File: config.mk
export PLATFORM = sky130hd
export DESIGN_NAME = cam_capture_flat
export DESIGN_NICKNAME = d
export VERILOG_FILES = /design/src/rtl/cam_pkg.sv /design/src/rtl/cam_capture_if.sv /design/src/rtl/cam_capture_pixel_pack.sv /design/src/rtl/cam_capture.sv /design/src/flat_wrapper.sv
export SDC_FILE = /design/constraint.sdc
export NUM_CORES = 1
export LEC_CHECK = 0
export CORE_ASPECT_RATIO = 0.5
export CORE_UTILIZATION = 55
export DETAILED_ROUTE_END_ITERATION = 7
export PLACE_DENSITY = 0.76
export SLEW_MARGIN = 20
export SYNTH_ARGS = -nofsm -noshare
export SYNTH_HDL_FRONTEND = slang
export SYNTH_SLANG_ARGS = --single-unit
export TNS_END_PERCENT = 1
File: constraint.sdc
create_clock -name clk -period 1.9 [get_ports clk]
set_input_delay 0.285 -clock clk [delete_from_list [all_inputs] [get_ports clk]]
set_output_delay 0.285 -clock clk [all_outputs]
set_load 0.02 [all_outputs]
File: src/rtl/cam_pkg.sv
// Shared types and constants for the camera capture path.
// Bit positions select the MSB of each RGB565 channel inside the two camera bytes.
package cam_pkg;

    typedef enum logic [1:0] {
        IDLE    = 2'd0,
        WAIT_VS = 2'd1,
        CAPTURE = 2'd2,
        DONE    = 2'd3
    } cap_state_t;

    localparam int H_PIXELS_DEF = 160;
    localparam int V_LINES_DEF  = 120;

    // R[4:0]=A[7:3], G[5:0]={A[2:0],B[7:5]}, B[4:0]=B[4:0]
    localparam int R_MSB = 7;
    localparam int G_MSB = 2;
    localparam int B_MSB = 4;

endpackage

File: src/rtl/cam_capture_if.sv
// Frame-buffer write port: the capture stage drives it, buffer_ram consumes it.
interface cam_capture_if #(
    parameter int AW = 15,
    parameter int DW = 3
);
    logic          regwrite;
    logic [DW-1:0] data_w;
    logic [AW-1:0] addr;

    modport master (output regwrite, output data_w, output addr);
    modport slave  (input  regwrite, input  data_w, input  addr);
endinterface

File: src/rtl/cam_capture_pixel_pack.sv
// Pairs camera bytes (A then B) of a line and reduces RGB565 to RGB111.
module pixel_pack
    import cam_pkg::*;
#(
    parameter int DW = 3
) (
    input  logic          clk,
    input  logic          rst,
    input  logic          clear,
    input  logic          href_s1,
    input  logic          href_rise,
    input  logic [7:0]    d_s1,
    output logic          pix_valid,
    output logic [DW-1:0] pix
);
    logic       phase_r;
    logic       phase_s;
    logic [7:0] byte_a_r;
    logic       unused_s;

    // first byte of every line is always byte A, whatever phase the last line left
    always_comb begin
        phase_s = 1'b0;
        if (href_rise) begin
            phase_s = 1'b0;
        end else begin
            phase_s = phase_r;
        end
        pix_valid = href_s1 & phase_s;
        pix       = DW'({byte_a_r[R_MSB], byte_a_r[G_MSB], d_s1[B_MSB]});
    end

    // byte phase toggles on every valid byte; byte A is held for its partner
    always_ff @(posedge clk or posedge rst) begin
        if (rst) begin
            phase_r  <= 1'b0;
            byte_a_r <= 8'h00;
        end else if (clear) begin
            phase_r  <= 1'b0;
        end else if (href_s1) begin
            phase_r <= ~phase_s;
            if (!phase_s) begin
                byte_a_r <= d_s1;
            end
        end
    end

    assign unused_s = ^byte_a_r;
endmodule

File: src/rtl/cam_capture.sv
// Frame capture: waits for a frame start, writes one RGB111 pixel per byte pair
// into the frame buffer and holds `read` while the request stays high.
module cam_capture
    import cam_pkg::*;
#(
    parameter int AW       = 15,
    parameter int DW       = 3,
    parameter int H_PIXELS = H_PIXELS_DEF,
    parameter int V_LINES  = V_LINES_DEF
) (
    input  logic          clk,
    input  logic          rst,
    input  logic          capture_req,
    input  logic          VSYNC,
    input  logic          HREF,
    input  logic [7:0]    D,
    cam_capture_if.master wr,
    output logic          read,
    output logic          frame_done,
    output logic          overflow
);
    localparam int CW = $clog2(H_PIXELS + 1);
    localparam int LW = $clog2(V_LINES + 1);
    localparam logic [CW-1:0] H_MAX    = CW'(H_PIXELS);
    localparam logic [LW-1:0] V_MAX    = LW'(V_LINES);
    localparam logic [AW-1:0] ROW_STEP = AW'(H_PIXELS);

    logic          vsync_s1_r, href_s1_r, vsync_d_r, href_d_r;
    logic [7:0]    d_s1_r;
    logic          vs_rise_s, vs_fall_s, href_rise_s, href_fall_s;
    cap_state_t    state_r, state_s;
    logic [CW-1:0] col_r;
    logic [LW-1:0] line_r;
    logic [AW-1:0] row_base_r;
    logic          frame_start_s, capturing_s, in_range_s, write_s, drop_s;
    logic          pix_valid_s;
    logic [DW-1:0] pix_s;
    logic          regwrite_r, read_r, frame_done_r, overflow_r;
    logic [DW-1:0] data_w_r;
    logic [AW-1:0] addr_r;

    // camera pins are sampled once; edges compare this sample with the previous one
    always_ff @(posedge clk or posedge rst) begin
        if (rst) begin
            vsync_s1_r <= 1'b0;
            href_s1_r  <= 1'b0;
            d_s1_r     <= 8'h00;
            vsync_d_r  <= 1'b0;
            href_d_r   <= 1'b0;
        end else begin
            vsync_s1_r <= VSYNC;
            href_s1_r  <= HREF;
            d_s1_r     <= D;
            vsync_d_r  <= vsync_s1_r;
            href_d_r   <= href_s1_r;
        end
    end

    assign vs_rise_s   = vsync_s1_r & ~vsync_d_r;
    assign vs_fall_s   = ~vsync_s1_r & vsync_d_r;
    assign href_rise_s = href_s1_r & ~href_d_r;
    assign href_fall_s = ~href_s1_r & href_d_r;

    pixel_pack #(.DW(DW)) u_pack (
        .clk       (clk),
        .rst       (rst),
        .clear     (frame_start_s),
        .href_s1   (href_s1_r),
        .href_rise (href_rise_s),
        .d_s1      (d_s1_r),
        .pix_valid (pix_valid_s),
        .pix       (pix_s)
    );

    // a dropped request aborts the frame and wins over any VSYNC event
    always_comb begin
        state_s = state_r;
        case (state_r)
            IDLE: begin
                if (capture_req) state_s = WAIT_VS;
                else             state_s = IDLE;
            end
            WAIT_VS: begin
                if (!capture_req)   state_s = IDLE;
                else if (vs_fall_s) state_s = CAPTURE;
                else                state_s = WAIT_VS;
            end
            CAPTURE: begin
                if (!capture_req)   state_s = IDLE;
                else if (vs_rise_s) state_s = DONE;
                else                state_s = CAPTURE;
            end
            DONE: begin
                if (!capture_req) state_s = IDLE;
                else              state_s = DONE;
            end
            default: state_s = IDLE;
        endcase
    end

    assign frame_start_s = (state_r == WAIT_VS) & capture_req & vs_fall_s;
    assign capturing_s   = (state_r == CAPTURE) & capture_req;
    assign in_range_s    = (col_r < H_MAX) & (line_r < V_MAX);
    assign write_s       = capturing_s & pix_valid_s & in_range_s;
    assign drop_s        = capturing_s & pix_valid_s & ~in_range_s;

    // state register
    always_ff @(posedge clk or posedge rst) begin
        if (rst) state_r <= IDLE;
        else     state_r <= state_s;
    end

    // column/line counters saturate; row_base replaces line*H_PIXELS
    always_ff @(posedge clk or posedge rst) begin
        if (rst) begin
            col_r      <= '0;
            line_r     <= '0;
            row_base_r <= '0;
        end else if (frame_start_s) begin
            col_r      <= '0;
            line_r     <= '0;
            row_base_r <= '0;
        end else if (state_r == CAPTURE) begin
            if (href_rise_s) begin
                col_r <= '0;
            end else if (pix_valid_s && (col_r != H_MAX)) begin
                col_r <= col_r + CW'(1);
            end
            if (href_fall_s && (line_r != V_MAX)) begin
                line_r     <= line_r + LW'(1);
                row_base_r <= row_base_r + ROW_STEP;
            end
        end
    end

    // registered buffer strobe and status flags
    always_ff @(posedge clk or posedge rst) begin
        if (rst) begin
            regwrite_r   <= 1'b0;
            data_w_r     <= '0;
            addr_r       <= '0;
            read_r       <= 1'b0;
            frame_done_r <= 1'b0;
            overflow_r   <= 1'b0;
        end else begin
            regwrite_r   <= write_s;
            read_r       <= (state_s == DONE);
            frame_done_r <= capturing_s & vs_rise_s;
            if (write_s) begin
                data_w_r <= pix_s;
                addr_r   <= row_base_r + AW'(col_r);
            end
            if (frame_start_s) overflow_r <= 1'b0;
            else if (drop_s)   overflow_r <= 1'b1;
        end
    end

    assign wr.regwrite = regwrite_r;
    assign wr.data_w   = data_w_r;
    assign wr.addr     = addr_r;
    assign read        = read_r;
    assign frame_done  = frame_done_r;
    assign overflow    = overflow_r;
endmodule
File: src/flat_wrapper.sv
// flat-port wrapper written by rule: the top's interface ports become plain ports
module cam_capture_flat import cam_pkg::*;
#(
    parameter int AW       = 15,
    parameter int DW       = 3,
    parameter int H_PIXELS = H_PIXELS_DEF,
    parameter int V_LINES  = V_LINES_DEF
)
  (clk, rst, capture_req, VSYNC, HREF, D, read, frame_done, overflow, wr_regwrite, wr_data_w, wr_addr);
  cam_capture_if #(.AW(AW), .DW(DW)) wr_i ();
  input  logic clk;
  input  logic rst;
  input  logic capture_req;
  input  logic VSYNC;
  input  logic HREF;
  input  logic [7:0] D;
  output logic read;
  output logic frame_done;
  output logic overflow;
  output wire logic [$bits(wr_i.regwrite)-1:0] wr_regwrite;
  output wire logic [$bits(wr_i.data_w)-1:0] wr_data_w;
  output wire logic [$bits(wr_i.addr)-1:0] wr_addr;
  assign wr_regwrite = wr_i.regwrite;
  assign wr_data_w = wr_i.data_w;
  assign wr_addr = wr_i.addr;
  cam_capture #(.AW(AW), .DW(DW), .H_PIXELS(H_PIXELS), .V_LINES(V_LINES)) u_core (.clk(clk), .rst(rst), .capture_req(capture_req), .VSYNC(VSYNC), .HREF(HREF), .D(D), .wr(wr_i), .read(read), .frame_done(frame_done), .overflow(overflow));
endmodule
# Yosys cells after proc, flatten, opt, wreduce, memory -nomap -nowiden
# Cells that the tools add are included.
# word_totals
register_bits	75
out_inout_bits	22
# op_classes
addsub	4
magnitude_cmp	2
n_eq_ne	6
mux	22
bitwise_logic	20
n_reduce_logical	11
# ops
op	count
two-way mux 15 bit	3
two-way mux 8 bit	4
two-way mux 7 bit	3
adder 15 x 8 -> 15 bit	1
adder 15 x 8 -> 15 bit (second input constant)	1
AND 1 bit	13
adder 8 x 1 -> 8 bit (second input constant)	1
less-than comparator 8 bit (second input constant)	1
two-way mux 2 bit	4
inequality test 8 bit (second input constant)	1
one-hot mux 2 bit (4 select lines)	1
nonzero test 2 bit	4
adder 7 x 1 -> 7 bit (second input constant)	1
less-than comparator 7 bit (second input constant)	1
two-way mux 1 bit	7
inequality test 7 bit (second input constant)	1
inverter 1 bit	7
== test 2 bit (second input constant)	3
AND reduction 2 bit	2
AND reduction 3 bit	1
nonzero test 3 bit	1
== test 2 x 1 -> 1 bit (second input constant)	1
logical AND 1 bit	2
logical NOT 2 bit	1

# Logic depth before layout (Yosys ltp)
# Gate-level depths: netlist of run 1.
# depth
word_depth	9
mapped_depth	7
mapped_depth_nobuf	6

# By module
# Synthesis of run 1 repeated with hierarchy kept, for this count alone.
# hier_totals
cells_unflattened	276
hier_area_um2	2882.8
# modules_own_cells
module	n_inst	cells_per_inst	area_each_um2
cam_capture	1	264	2726.4
pixel_pack	1	12	156.4

# Worst setup path before layout of run 1
# Ideal clock, no wire load.
# synth_path
path_kind	register -> register
start	register u_core.row_base_r[6]
end	register u_core.addr_r[14] (netlist: u_core.wr.addr[14])
t_arrival_ps	1631
required_ps	1775
setup_slack_ps	144
stages_incl_launch_ff	6
n_path_buf	0
path_cell_list	dfrtp_1 ha_1 a211oi_2 nor3_1 xor2_1 mux2_2
# synth_between
elab_chain_len	1
# synth_rtl
item	line_no	text
start: declaration	cam_capture.sv:34	logic [AW-1:0] row_base_r;
start signal: assignment	cam_capture.sv:131	row_base_r <= row_base_r + ROW_STEP;
adder 15 x 8 -> 15 bit	cam_capture.sv:151	addr_r <= row_base_r + AW'(col_r);
end signal: assignment	cam_capture.sv:151	
end: declaration	cam_capture.sv:40	logic [AW-1:0] addr_r;
# Every way passes these cells.
# A chain may end at the register's enable or synchronous reset.

# Worst setup path in the final report of run 1
# Ends and elaborated chain as after synthesis.

==> results.cfg, run 1 <==
[final_layout]
diodes = 0
fin_util = 0.733
syn2layout_area_growth_pct = 21.4
final_cell_mix = dfrtp_1, clkdlybuf4s50_1, nor2_1
final_cell_area_um2 = 3380
fin_nets = 300
drive_gt1_frac = 0.194
final_common_cell = dfrtp_1

[floorplanning]
pin_count = 35
die_h_um = 52.3
dieArea_um2 = 5370
core_um2 = 4620
rows = 17
dieWidth_um = 103
start_util = 0.603

[clock_tree]
ctsResizeCount = 0
clock_latency_ns = 0.33
cts.path.max_buffers = 2
clockRootBuffer = clkbuf_8
cts_tree = built
htreeDepth = 3
cts-hold-fix-buffers = 0
post_cts_buffers = 0
clock-sinks = 59
clk_pin_slew_worst_paths_ns = 0.06
cts_made_buffers = 9

[grt]
grt_pass1_wl_mm = 8.40
grt_max_degree = 60
grt_util_all_layers = 0.216
grt-ovfl-total = 0
grt_pass1_vias = 1906
antenna_found_initial = 0

[run_status]
outcome = completed

[placement]
place_hpwl_mm = 3.51
place_area_um2 = 3220
port_buffers = 29
place.gp.congestion = 0.795

[critical_path]
worstSetupPathType = reg -> reg
crit_required_ns = 2.11
crit_path_start_kind = flip-flop
worst-path-max-fanout = 7
end_kind = flip-flop
arrival_ns = 2.01

[sta]
tightest_slew_ns = 0.427
relSlewSlack = 0.713
fin_setup_tns_ns = 0
fin_skew_ns = 0.00599
hold_violations = 0
finalCritPeriodShare = 0.950
fmaxAchievable_ghz = 0.554
setup-violations-final = 0
period_minus_slack_ns = 1.80
rsz0062_at_grt = no
drv_slew = 0
fin_hold_ws_ns = 0.310

[route]
viasPerCell = 5.56
drc = 0
drt-wirelength-per-cell_um = 14.5
drt.antenna.violating_nets = 0
vias = 1941
drt-initial-drc-count = 33
wl_mm = 5.06
dr.pass1.iters = 4

[yosys]
syn_area_um2 = 2790
synthFlopType = dfrtp_1
synth_warnings = 0
synth_edf_count = 0
synth_cells = 235
synth_seq_cells = 59
avgSynthCellArea_um2 = 11.9
synth_nets = 256
async_flop_share = 1.00
synth.distinct_cells = 45
seq_area_frac_synth = 0.530

[power_and_ir_drop]
p_leak_uw = 0.00160
p_per_area_nw_per_um2 = 903
power_uw = 3060
ir_drop_v = 0.000588

[run]
maxCapViolCount = 0

[hold_path]
hold_path_class = in -> async
-- stage by stage --
stage	setup WS, ns	instances
after floorplan	0.144	235
after global placement	0.172	334
after detailed placement	0.116	334
after CTS	0.0865	349
after global routing	0.00261	349
final	0.0953	349
-- flip-flops by register name, indices dropped and copies added (netlist names), 2 cells and up --
signal and cells:
u_core.col_r 8, u_core.d_s1_r 3, u_core.line_r 7, u_core.row_base_r 10, u_core.state_r 2, u_core.u_pack.byte_a_r 2
u_core.wr.addr 15, u_core.wr.data_w 3
-- cells by family after synthesis --
logic type,after synthesis,share of synthesized area
buffers and inverters,13,0.0238
DFF,59,0.530
and+or+nand+nor,77,0.158
muxes,25,0.0988
AOI/OAI and AO/OA,32,0.0872
xor gates and xnor gates,21,0.0660
adders and majority gates,8,0.0359
-- cell type report --
class | count | area, um^2
sequential | 59 | 1480
multi-input combinational | 163 | 1240
fill | 319 | 1230
timing repair buffer | 40 | 398
clock buffer | 12 | 145
tap | 66 | 82.6
inverter | 6 | 22.5
clock inverter | 3 | 15.0
-- layer usage --
layer  global-route usage  up-vias  part of all wire
met5                    0        -                 0
met4               0.0857        0             0.017
met3               0.0760       16             0.041
met2                0.346       33              0.47
met1                0.270      958              0.47
li1                     -      934                 -
-- path summary, 6_finish.rpt --
path	from	endpoint	slack, ns	cells past startpoint
max	u_core.row_base_r[6]	u_core.wr.addr[14]	0.1	6
max in group asynchronous	rst	u_core.row_base_r[9]	1.31	3
min	rst	u_core.wr.data_w[1]	0.31	3
min reg2reg	u_core.vsync_s1_r	u_core.vsync_d_r	0.41	0
max reg2reg	u_core.row_base_r[6]	u_core.wr.addr[14]	0.1	6
min in group clk	VSYNC	u_core.vsync_s1_r	0.39	1
-- Yosys cell counts, drive strengths merged (5+ instances only) --
library cell,number,share of area
inv,6,0.0081
o211ai,8,0.022
nand4,7,0.021
ha,8,0.036
mux2,20,0.081
nor2,23,0.031
xor2,15,0.047
mux2i,5,0.018
xnor2,6,0.019
o21ai,7,0.013
nand2,12,0.016
dfrtp,59,0.53
-- power by group --
part | switching [uW] | internal, uW
Clock | 443 | 495
Sequential | 154 | 1400
Combinational | 287 | 272
-- worst max-delay path: stages, from the launching register on --
cell and delay [ns]:
dfrtp_1 0.41, ha_1 0.36, a211oi_2 0.25, buf_4 0.19, nor3_1 0.07, xor2_1 0.14
mux2_2 0.27
Power figures use the tool's default switching activity.
==> run 2, diff against run 1 <==
- ABC_AREA: not set -> 1
==> run 2 against run 1 <==
  * Area after synthesis increased by 8.5%
  * Non-clock buffer count fell by 6
  * Die area is 8.2% higher
  * Register-to-register slack improved by 0.12 ns
  * Largest power group unchanged
  * Critical path type unchanged
  * Worst setup slack better by 0.12 ns
  * Total power up 25%
  * Critical endpoint unchanged
==> results.cfg, run 2 <==
[run_status]
outcome = completed

[yosys]
avgSynthCellArea_um2 = 7.91
synth_seq_cells = 59
synth_top_area_cell = dfrtp_1
synthFlopType = dfrtp_1
synth_nets = 403
synth_warnings = 0
seq_area_frac_synth = 0.489
synth_top_area_frac = 0.489
synth.distinct_cells = 26
synth_area_leaders = dfrtp_1, nand2_1, nand3_1
yosysMostFrequentCell = nand2_1
async_flop_share = 1.00
synth_commonest_cells = nand2_1, dfrtp_1, inv_1
synth_edf_count = 0
synth_cells = 382
syn_area_um2 = 3020

[floorplanning]
dieWidth_um = 107
rows = 18
die_h_um = 54.4
dieArea_um2 = 5810
pin_count = 35
start_util = 0.591
core_um2 = 5110

[critical_path]
worstRegToRegCells = 9
crit_path_start_kind = flip-flop
worstSetupPathType = reg -> reg
worst-path-max-fanout = 8
cp_slowest_cell = dfrtp_1
end_kind = flip-flop
arrival_ns = 1.96
critical_path_depth = 9
critPathTopFamily = simple AND/OR/NAND/NOR gates
critical_path_buf_inv_count = 0
path_cells = ha_1, nand2_1, nand2_1, nand2_1, nand2_1, nand3_1, nand2_1, nand3_1, nand2_1
crit_required_ns = 2.18
max_stage_delay_ns = 0.44
cpMostUsedCell = nand2_1

[power_and_ir_drop]
p_leak_uw = 0.00184
power_uw = 3810
ir_drop_v = 0.000617
p_per_area_nw_per_um2 = 1060

[grt]
grt_pass1_vias = 2379
grt_max_degree = 60
grt_util_all_layers = 0.247
busiest_layer = met2
grt-ovfl-total = 0
met2_usage = 0.422
antenna_found_initial = 0
grt_use_met1 = 0.311
grt_pass1_wl_mm = 10.7
use_met3 = 0.0833

[clock_tree]
cts_made_buffers = 9
ctsResizeCount = 0
clockRootBuffer = clkbuf_8
cts_tree = built
clock-sinks = 59
htreeDepth = 3
cts-hold-fix-buffers = 0
clk_pin_slew_worst_paths_ns = 0.07
cts.path.max_buffers = 2
post_cts_buffers = 0
clock_latency_ns = 0.34

[sta]
fmaxAchievable_ghz = 0.594
finalCritPeriodShare = 0.886
fin_setup_tns_ns = 0
setup-violations-final = 0
drv_slew = 0
fin_hold_ws_ns = 0.314
hold_violations = 0
period_minus_slack_ns = 1.68
fin_skew_ns = 0.0101
tightest_slew_ns = 0.474
relSlewSlack = 0.684
rsz0062_at_grt = no

[route]
drt-initial-drc-count = 192
drc = 0
drt-wirelength-per-cell_um = 12.7
vias = 2616
viasPerCell = 5.27
dr.pass1.iters = 5
wl_mm = 6.30
drt.antenna.violating_nets = 0

[final_layout]
final_cell_mix = nand2_1, dfrtp_1, inv_1
syn2layout_area_growth_pct = 19.5
nFillCells = 401
drive_gt1_frac = 0.101
final_cell_count_no_fill = 496
largest_reg_flops = 15
final_common_cell = nand2_1
fin_nets = 442
diodes = 0

[placement]
port_buffers = 29
place.gp.congestion = 0.839
place_hpwl_mm = 4.32
place_inst = 480

[run]
maxCapViolCount = 0

[hold_path]
hold_path_class = in -> async
run 2: changes by cell type in the layout (fill, tap and decap cells not counted), moves of 5 or more:
cell and delta:
nand2_1 +113, inv_1 +44, nand3_1 +34, mux2_2 -20, xor2_1 -15, o21ai_0 +13, nand4_1 +9, o21ai_2 +9
nand2_2 +6, o211ai_1 -6, buf_4 -5, mux2i_1 -5
run 2: cells by family after synthesis:
| kind of cell | count (synthesis) | share of synthesized area |
|---|---|---|
| compound gates | 41 | 0.0849 |
| xor+xnor | 2 | 0.00580 |
| fa+ha+maj | 8 | 0.0331 |
| buf+inv | 57 | 0.0799 |
| flops | 59 | 0.489 |
| simple gates | 215 | 0.308 |
run 2: final cells by class:
cell class / count / area, um^2 / share of cell area
sequential: 59 / 1480 / 0.409
multi-input combinational: 266 / 1310 / 0.362
timing repair buffer: 34 / 340 / 0.0942
inverter: 51 / 191 / 0.0530
clock buffer: 11 / 131 / 0.0364
tap: 70 / 87.6 / 0.0242
clock inverter: 5 / 77.6 / 0.0215
run 2: per-layer routing:
layer,routed length [um],share of wire,vias to the layer above
li1,-,-,1306
met1,2940,0.47,1227
met2,2950,0.47,77
met3,369,0.059,6
met4,40,0.0063,0
met5,0,0,-
run 2: final timing paths:
| path | endpoint | slack [ns] | start |
|---|---|---|---|
| min in group clk | u_core.d_s1_r[2] | 0.39 | D[2] |
| max in group asynchronous | u_core.vsync_s1_r | 1.30 | rst |
| setup reg to reg | u_core.wr.addr[14] | 0.22 | u_core.col_r[6] |
| hold / removal | u_core.d_s1_r[4] | 0.31 | rst |
| setup / recovery | u_core.wr.addr[14] | 0.22 | u_core.col_r[6] |
| hold reg to reg | u_core.vsync_d_r | 0.40 | u_core.vsync_s1_r |
run 2: stage by stage:
stage          area [um^2]  worst slack (ns)  utilization
2_1_floorplan         3020             0.159            -
3_3_place_gp          3400             0.157        0.665
3_5_place_dp          3400             0.102        0.665
4_1_cts               3610             0.199        0.706
5_1_grt               3610            0.0960        0.707
6_report              3610             0.217        0.707
run 2: power breakdown:
part	internal (uW)	leakage (uW)	switching, uW
logic	367	0.000956	553
clock network	734	0.000103	479
registers	1460	0.000786	223
run 2: worst min-delay path: cells and delay by family:
kind | cells | cell delay [ns]
buffers and inverters | 3 | 0.75
==> run 3, diff against run 2 <==
- CORE_MARGIN: not set -> 5
- CORE_UTILIZATION: 55 -> 50
- PLACE_DENSITY: 0.76 -> 0.72
- clock period: 1.9 -> 1.5 ns (I/O delays scaled with it)
==> run 3 against run 2 <==
  * Final area up 8.3%
  * Critical path depth up 1
  * Combinational power up 49%
  * Clock skew down 0.0049 ns
  * Sequential power up 24%
  * Largest cell class unchanged
  * Highest routed layer unchanged
==> results.cfg, run 3 (synthesis results as in run 2) <==
[run_status]
outcome = completed

[critical_path]
cpMostUsedCell = inv_1
cp_slowest_cell = dfrtp_1
end_kind = flip-flop
crit_required_ns = 1.76
crit_path_start_kind = flip-flop
arrival_ns = 1.71
max_stage_delay_ns = 0.40
worst-path-max-fanout = 20
worstSetupPathType = reg -> reg
path_cells = inv_1, nand2_2, inv_1, nand2_1, nor2_2, buf_12, nand3_1, nand2_1, inv_1, nor2_1

[clock_tree]
clk_pin_slew_worst_paths_ns = 0.05
clockRootBuffer = clkbuf_16
clock-sinks = 59
cts.path.max_buffers = 2
cts_made_buffers = 9
htreeDepth = 3
cts-hold-fix-buffers = 0
clock_latency_ns = 0.33
cts_tree = built

[final_layout]
seq_area_um2 = 1480
multi_input_area_um2 = 1340
nFillCells = 495
drive_gt1_frac = 0.168
fin_util = 0.657
final_cell_area_um2 = 3910
syn2layout_area_growth_pct = 29.5
fin_nets = 462
final_cell_mix = nand2_1, dfrtp_1, inv_1
diodes = 0
largest_reg_flops = 15
final_common_cell = nand2_1

[power_and_ir_drop]
p_seq_frac = 0.381
p_per_area_nw_per_um2 = 1400
ir_drop_v = 0.000678
clockPowerShare = 0.369
p_leak_uw = 0.00219
p_int_uw = 3730
power_frac_comb = 0.250
power_switching_uw = 1740
sw_frac_of_total = 0.318

[sta]
fmaxAchievable_ghz = 0.690
drv_slew = 0
fin_skew_ns = 0.00518
finalCritPeriodShare = 0.966
period_minus_slack_ns = 1.45
tightest_slew_ns = 0.374
relSlewSlack = 0.750
rsz0062_at_grt = yes
hold_violations = 0
setup-violations-final = 0

[floorplanning]
dieArea_um2 = 7790
core_um2 = 5960
rows = 20
pin_count = 35
dieWidth_um = 120
start_util = 0.507
die_h_um = 65.0

[route]
dr.pass1.iters = 5
drt-wirelength-per-cell_um = 13.0
vias = 2728
drt-initial-drc-count = 113
drt.antenna.violating_nets = 0
drc = 0
wl_mm = 6.79
viasPerCell = 5.22

[placement]
place.gp.congestion = 0.888
port_buffers = 29
place_hpwl_mm = 4.69
place_area_um2 = 3570

[grt]
grt_util_all_layers = 0.193
grt-ovfl-total = 0
grt_pass1_vias = 2724
antenna_found_initial = 0
grt_pass1_wl_mm = 12.0
grt_max_degree = 60

[run]
maxCapViolCount = 0

[hold_path]
hold_path_class = in -> async
-- run 3: changes by cell type in the layout (fill, tap and decap cells not counted), moves of 4 or more --
cell             before  now
dlymetal6s2s_1        0    7
clkdlybuf4s50_1      29    7
clkbuf_16             0    9
buf_4                 4   22
clkbuf_8              9    1
nand2_1             125  121
dlygate4sd2_1         0   15
-- run 3: metrics by stage --
step           setup slack [ns]  std cells  hold slack (ns)  TNS (ns)  power (uW)
6_report                 0.0507        523            0.330         0        5480
5_1_grt                  -0.156        523            0.334     -1.31        5820
3_3_place_gp             -0.130        507            0.390     -3.54        3390
2_1_floorplan             0.107        382            0.256         0        2910
3_5_place_dp             -0.198        507            0.397     -6.76        3450
4_1_cts                 -0.0115        523            0.332   -0.0115        5460
-- run 3: area by class of cell --
cell class	count	share of cell area
tap	77	0.0246
inverter	51	0.0505
clock inverter	5	0.0134
multi-input combinational	266	0.343
sequential	59	0.378
timing repair buffer	54	0.129
clock buffer	11	0.0620
-- run 3: routing by layer --
metal / vias up / track usage / part of all wire
met5: - / 0 / 0
met4: 0 / 0.0827 / 0.018
met3: 14 / 0.0593 / 0.055
met2: 72 / 0.321 / 0.48
met1: 1299 / 0.234 / 0.45
li1: 1343 / - / -
-- run 3: final timing paths --
check	from	endpoint	slack, ns	cells past startpoint
worst max-delay path	u_core.state_r[0]	u_core.row_base_r[14]	0.05	10
max in group asynchronous	rst	u_core.col_r[0]	0.86	3
worst min-delay path	rst	u_core.d_s1_r[4]	0.33	3
min in group clk	VSYNC	u_core.vsync_s1_r	0.34	1
worst max register to register	u_core.state_r[0]	u_core.row_base_r[14]	0.05	10
worst min register to register	u_core.vsync_s1_r	u_core.vsync_d_r	0.41	0
-- run 3: timing repair --
| action | 4_1_cts | 5_1_grt |
|---|---|---|
| buffers inserted | 0 | 0 |
| pin swaps | 0 | 1 |
| cloned | 0 | 0 |
| hold endpoints to repair | 0 | 0 |
| setup endpoints to repair | 27 | 50 |
| resized for setup | 17 | 23 |
-- run 3: power groups by stage --
stage	sequential [uW]	clock, uW	combinational [uW]
finish	2090	2020	1370
global route	2130	2120	1560
CTS	2080	2040	1340
detailed placement	2100	0	1350
global placement	2090	0	1310
floorplan	2170	0	747
-- run 3: critical path: cells and delay by family (launching register included) --
kind,cells,cell delay [ns]
flip-flops,1,0.40
AND/OR/NAND/NOR,6,0.56
buffers and inverters,4,0.42
